[config.mk]
export PLATFORM = sky130hd
export DESIGN_NAME = iter_divider
export DESIGN_NICKNAME = d
export VERILOG_FILES = /design/src/rtl/ike_pkg.sv /design/src/rtl/div_step.sv /design/src/rtl/iter_divider.sv
export SDC_FILE = /design/constraint.sdc
export NUM_CORES = 1
export LEC_CHECK = 0
export ABC_AREA = 1
export CAP_MARGIN = 20
export CORE_MARGIN = 2
export CORE_UTILIZATION = 60
export DETAILED_ROUTE_END_ITERATION = 8
export PLACE_DENSITY_LB_ADDON = 0.2
export SETUP_SLACK_MARGIN = 0.5
export SLEW_MARGIN = 20
export SYNTH_ARGS = -nofsm -noshare
export SYNTH_HDL_FRONTEND = slang
export SYNTH_SLANG_ARGS = --single-unit
[constraint.sdc]
create_clock -name clk -period 3.5 [get_ports clk]
set_input_delay 0.7 -clock clk [delete_from_list [all_inputs] [get_ports clk]]
set_output_delay 0.7 -clock clk [all_outputs]
set_load 0.01 [all_outputs]
[src/rtl/ike_pkg.sv]
// Shared definitions for the iterative divider: default width, FSM states, saturation value.
// No logic of its own, so no latency.
// No flow control of its own.
package ike_pkg;

    localparam int DIV_WIDTH = 16;

    localparam logic [DIV_WIDTH-1:0] DIV_SAT = {DIV_WIDTH{1'b1}};

    typedef enum logic [1:0] {
        DIV_IDLE = 2'd0,
        DIV_RUN  = 2'd1,
        DIV_RND  = 2'd2
    } div_state_t;

endpackage

[src/rtl/div_step.sv]
// One restoring division step: shift the next dividend bit into the partial remainder, trial-subtract.
// Purely combinational, zero cycles.
// No flow control; the owning FSM decides when the step result is taken.
module div_step #(
    parameter int WIDTH = 16
) (
    input  logic [WIDTH-1:0] prem_in,
    input  logic             dbit,
    input  logic [WIDTH-1:0] divisor,
    output logic [WIDTH-1:0] prem_out,
    output logic             qbit
);

    logic [WIDTH:0]   shifted;
    logic [WIDTH+1:0] trial;

    // Trial subtraction is one bit wider than the shifted value, so its MSB is a clean borrow flag.
    always_comb begin
        shifted  = {prem_in, dbit};
        trial    = {1'b0, shifted} - {2'b00, divisor};
        qbit     = ~trial[WIDTH+1];
        // When the trial fails, shifted < divisor and fits in WIDTH bits; on success so does the difference.
        prem_out = qbit ? trial[WIDTH-1:0] : shifted[WIDTH-1:0];
    end

endmodule

[src/rtl/iter_divider.sv]
// Shared iterative unsigned restoring divider, one quotient bit per clock (optional rounding: ROUND_EN).
// Busy for WIDTH cycles (WIDTH+1 with ROUND_EN, 1 on divide-by-zero), then a one-cycle Ready pulse.
// start is ignored while Busy; a start on the Ready cycle is accepted. Clients arbitrate externally.
module iter_divider
    import ike_pkg::*;
#(
    parameter int WIDTH = DIV_WIDTH
) (
    input  logic             clk,
    input  logic             rst,
    input  logic             start,
    input  logic [WIDTH-1:0] dividend,
    input  logic [WIDTH-1:0] divisor,
    output logic             Busy,
    output logic             Ready,
    output logic [WIDTH-1:0] result,
    output logic [WIDTH-1:0] rem,
    output logic             dbz
);

    localparam int CW = (WIDTH > 1) ? $clog2(WIDTH) : 1;

    div_state_t       state;
    logic [WIDTH-1:0] dvd;       // dividend, shifted left so its MSB feeds each step
    logic [WIDTH-1:0] dvs;       // latched divisor
    logic [WIDTH-1:0] prem;      // partial remainder
    logic [WIDTH-1:0] quo;       // quotient bits collected so far
    logic [CW-1:0]    cnt;       // iterations left after the current one
    logic             zdiv;      // latched divisor was zero

    logic [WIDTH-1:0] step_prem;
    logic             step_q;
    logic [WIDTH-1:0] quo_next;

    div_step #(
        .WIDTH(WIDTH)
    ) u_step (
        .prem_in (prem),
        .dbit    (dvd[WIDTH-1]),
        .divisor (dvs),
        .prem_out(step_prem),
        .qbit    (step_q)
    );

    // Quotient after the current step, used both for the running register and the final result.
    always_comb begin
        quo_next = {quo[WIDTH-2:0], step_q};
    end

`ifdef ROUND_EN
    logic             round_up;
    logic [WIDTH-1:0] quo_rnd;

    // Round to nearest: bump the quotient when the remainder is at least half the divisor, saturating.
    always_comb begin
        round_up = ({prem, 1'b0} >= {1'b0, dvs});
        quo_rnd  = (round_up && (quo != {WIDTH{1'b1}})) ? quo + WIDTH'(1) : quo;
    end
`endif

    // Control FSM with registered Busy/Ready and held result outputs.
    always_ff @(posedge clk or negedge rst) begin
        if (!rst) begin
            state  <= DIV_IDLE;
            dvd    <= '0;
            dvs    <= '0;
            prem   <= '0;
            quo    <= '0;
            cnt    <= '0;
            zdiv   <= 1'b0;
            Busy   <= 1'b0;
            Ready  <= 1'b0;
            result <= '0;
            rem    <= '0;
            dbz    <= 1'b0;
        end else begin
            Ready <= 1'b0;
            case (state)
                DIV_IDLE: begin
                    if (start) begin
                        dvd   <= dividend;
                        dvs   <= divisor;
                        prem  <= '0;
                        quo   <= '0;
                        cnt   <= CW'(WIDTH - 1);
                        zdiv  <= (divisor == '0);
                        Busy  <= 1'b1;
                        state <= DIV_RUN;
                    end
                end
                DIV_RUN: begin
                    if (zdiv) begin
                        // No iterations: report saturated quotient and pass the dividend back as remainder.
                        result <= {WIDTH{1'b1}};
                        rem    <= dvd;
                        dbz    <= 1'b1;
                        Ready  <= 1'b1;
                        Busy   <= 1'b0;
                        state  <= DIV_IDLE;
                    end else begin
                        prem <= step_prem;
                        quo  <= quo_next;
                        dvd  <= {dvd[WIDTH-2:0], 1'b0};
                        cnt  <= cnt - CW'(1);
                        if (cnt == '0) begin
`ifdef ROUND_EN
                            state <= DIV_RND;
`else
                            // Last step lands straight in the outputs so Busy spans exactly WIDTH cycles.
                            result <= quo_next;
                            rem    <= step_prem;
                            dbz    <= 1'b0;
                            Ready  <= 1'b1;
                            Busy   <= 1'b0;
                            state  <= DIV_IDLE;
`endif
                        end
                    end
                end
                DIV_RND: begin
`ifdef ROUND_EN
                    result <= quo_rnd;
                    rem    <= prem;
                    dbz    <= 1'b0;
                    Ready  <= 1'b1;
`endif
                    Busy   <= 1'b0;
                    state  <= DIV_IDLE;
                end
                default: begin
                    Busy  <= 1'b0;
                    state <= DIV_IDLE;
                end
            endcase
        end
    end

endmodule

==> impl_metrics.env <==
export IMPL_place_ws_ns=1.05
export IMPL_fin_area_sq_um=6460
export IMPL_hold_buffers=0
export IMPL_cts_sinks=103
export IMPL_tightestPinTransition_ns=0.716
export IMPL_nNetsFinal=837
export IMPL_switching_power_mw=3.54
export IMPL_fin_total_pwr_mw=7.26
export IMPL_p_leak_nw=3.35
export IMPL_busiest_layer="met2"
export IMPL_fillerInstances=692
export IMPL_path_class="flip-flop to flip-flop"
export IMPL_vias_per_cell=5.47
export IMPL_grt_usage=0.287
export IMPL_crit_path_top_delay_cell="dfrtp_1"
export IMPL_port_buffers=69
export IMPL_clock_root_buffer="clkbuf_8"
export IMPL_required_ns=3.74
export IMPL_htreeDepth=3
export IMPL_layout_commonest_cell="nand2_1"
export IMPL_drt_pass1_iterations=5
export IMPL_cp_num_cells=9
export IMPL_grt_max_degree=56
export IMPL_period_share=0.650
export IMPL_clock_path_buffers=2
export IMPL_power_density_nw_per_um2=1120
export IMPL_syn_to_final_growth_pct=17.1
export IMPL_cts_resized=0
export IMPL_cp_max_fo=17
export IMPL_rows=34
export IMPL_diodes=0
export IMPL_syn_nets=776
export IMPL_max_freq_ghz=0.439
export IMPL_postCtsSetupBuffers=0
export IMPL_rr_worst_depth=9
export IMPL_cts_tree="yes"
export IMPL_synth_ff_type="dfrtp_1"
export IMPL_synthesis_area_sq_um=5520
export IMPL_cts_made_buffers=9
export IMPL_grt_util_met2=0.479
export IMPL_cp_end_kind="flip-flop"
export IMPL_max_cap_violations=0
export IMPL_path_common_cell="nand2_1"
export IMPL_cp_cell_sequence="ha_1 -> a21oi_1 -> a21oi_1 -> nor2_4 -> nand2_8 -> nand2_1 -> nand2_1 -> nand2_1 -> o21ai_0"
export IMPL_drc_errors=0
export IMPL_synth_top_cell_by_area="dfrtp_1"
export IMPL_async_flop_share=1.00
export IMPL_die_h_um=99.9
export IMPL_yosys_register_bits=103
export IMPL_fin_setup_tns_ns=0
export IMPL_worstHoldPathType="primary input to async pin"
export IMPL_finalMaxSlewViolations=0
export IMPL_die_x_um=99.9
export IMPL_dieArea_sq_um=9980
export IMPL_start_util=0.626
export IMPL_pwr_share_clk=0.102
export IMPL_clock_latency_ns=0.38
export IMPL_slew_headroom=0.522
export IMPL_rsz0062_at_grt="no"
export IMPL_internal_power_mw=3.72
export IMPL_crit_family="simple AND/OR/NAND/NOR gates"
export IMPL_wirelength_mm=13.2
export IMPL_syn_area_per_cell_sq_um=7.63
export IMPL_path_clk_slew_ns=0.11
export IMPL_syn_instance_count=723
export IMPL_synth_top_area_frac=0.467
export IMPL_ioPinCount=70
export IMPL_period_minus_slack_ns=2.28
export IMPL_via_count=4911
export IMPL_grt_pass1_wl_mm=22.9
export IMPL_setup_ws_ns=1.22
export IMPL_fin_skew_ns=0.0161
export IMPL_switching_share=0.488
export IMPL_synth_edff_count=0
export IMPL_grt_pass1_vias=4903
export IMPL_slowest_delay_ns=0.43
export IMPL_setup_viol=0
export IMPL_arrival_ns=2.52
export IMPL_ys_seq_area_frac=0.467
export IMPL_ant_nets=0
export IMPL_drt_wirelength_per_cell_um=14.7
export IMPL_use_met3=0.0543
export IMPL_core_sq_um=8810
export IMPL_dpl_cell_area_sq_um=6270
export IMPL_status="finished clean"
export IMPL_p_seq_frac=0.283
export IMPL_irDropWorstVdd_mv=0.506
export IMPL_dp_hpwl_mm=9.55
export IMPL_synth_area_leaders="dfrtp_1 47%, nand2_1 15%, inv_1 7.1%"
export IMPL_critPathLaunchType="flip-flop"
export IMPL_gr_total_overflow=0
export IMPL_most_common_layout_cells="224 x nand2_1, 105 x inv_1, 103 x dfrtp_1, 68 x clkdlybuf4s50_1, 56 x o21ai_0"
export IMPL_holdWs_ns=0.346
export IMPL_met1_usage=0.376
export IMPL_crit_buf_inv=0
export IMPL_ys_warn_count=0
export IMPL_combinationalPowerShare=0.615
export IMPL_first_iter_violations=315
export IMPL_drive_gt1_frac=0.0608
export IMPL_yosysUniqueCellTypes=33
export IMPL_hold_violations=0
export IMPL_grt_antenna_before_repair=0
export IMPL_place_congestion=0.926
cells in the mapped netlist (3+ instances only):
library cell	n
xor2_1	7
ha_1	17
o22ai_1	15
buf_2	11
o21ai_0	56
nand3_2	5
inv_2	3
inv_1	105
nor4_1	3
dfrtp_1	103
nand4_1	5
nand2_1	224
nor3_1	3
o21ai_1	3
a21oi_1	43
nand2_2	9
nor2_2	4
nor2_1	28
nand3_1	54
clkbuf_1	12
routing by layer:
metal	wire length [um]	share of wire
met3	670	0.051
met4	439	0.033
met5	0	0
met1	5600	0.43
met2	6460	0.49
power groups by stage:
stage	registers, mW	clock network, mW	logic [mW]
floorplan	2.08	0	3.15
global placement	2.06	0	4.27
detailed placement	2.07	0	4.41
CTS	2.05	0.751	4.44
global route	2.11	0.791	5.06
finish	2.06	0.740	4.46
logic make-up after synthesis:
| family | share of synthesized area |
|---|---|
| simple gates | 0.267 |
| buf+inv | 0.0994 |
| compound gates | 0.111 |
| fa+ha+maj | 0.0422 |
| flops | 0.467 |
| xor+xnor | 0.0127 |
flip-flops by register name, summed over array words and instances, names as in the netlist, 4 cells and up:
name    cells
cnt         4
dvs        16
prem       16
dvd        16
quo        15
result     16
rem        16
layout make-up:
| cell class | count | area (sq um) | area share |
|---|---|---|---|
| clock buffers | 10 | 128 | 0.0198 |
| clock inverters | 6 | 63.8 | 0.00988 |
| inverters | 108 | 405 | 0.0628 |
| multi-input cells | 485 | 2390 | 0.370 |
| flip-flops and latches | 103 | 2580 | 0.399 |
| well taps | 108 | 135 | 0.0209 |
| repair buffers | 77 | 761 | 0.118 |
stage by stage:
stage | instances | utilization
6_report | 897 | 0.734
5_1_grt | 897 | 0.734
4_1_cts | 897 | 0.734
3_5_place_dp | 881 | 0.712
3_3_place_gp | 881 | 0.712
2_1_floorplan | 723 | -
worst paths after layout:
| path | start | endpoint | slack [ns] |
|---|---|---|---|
| max | prem[11] | prem[0] | 1.22 |
| min | rst | dvs[11] | 0.35 |
| max reg2reg | prem[11] | prem[0] | 1.22 |
| min reg2reg | rem[5] | rem[5] | 0.49 |
| max in group asynchronous | rst | cnt[1] | 2.44 |
| min in group clk | rem[5] | rem[5] | 0.49 |
No activity file was read; power rests on OpenSTA's default activity.
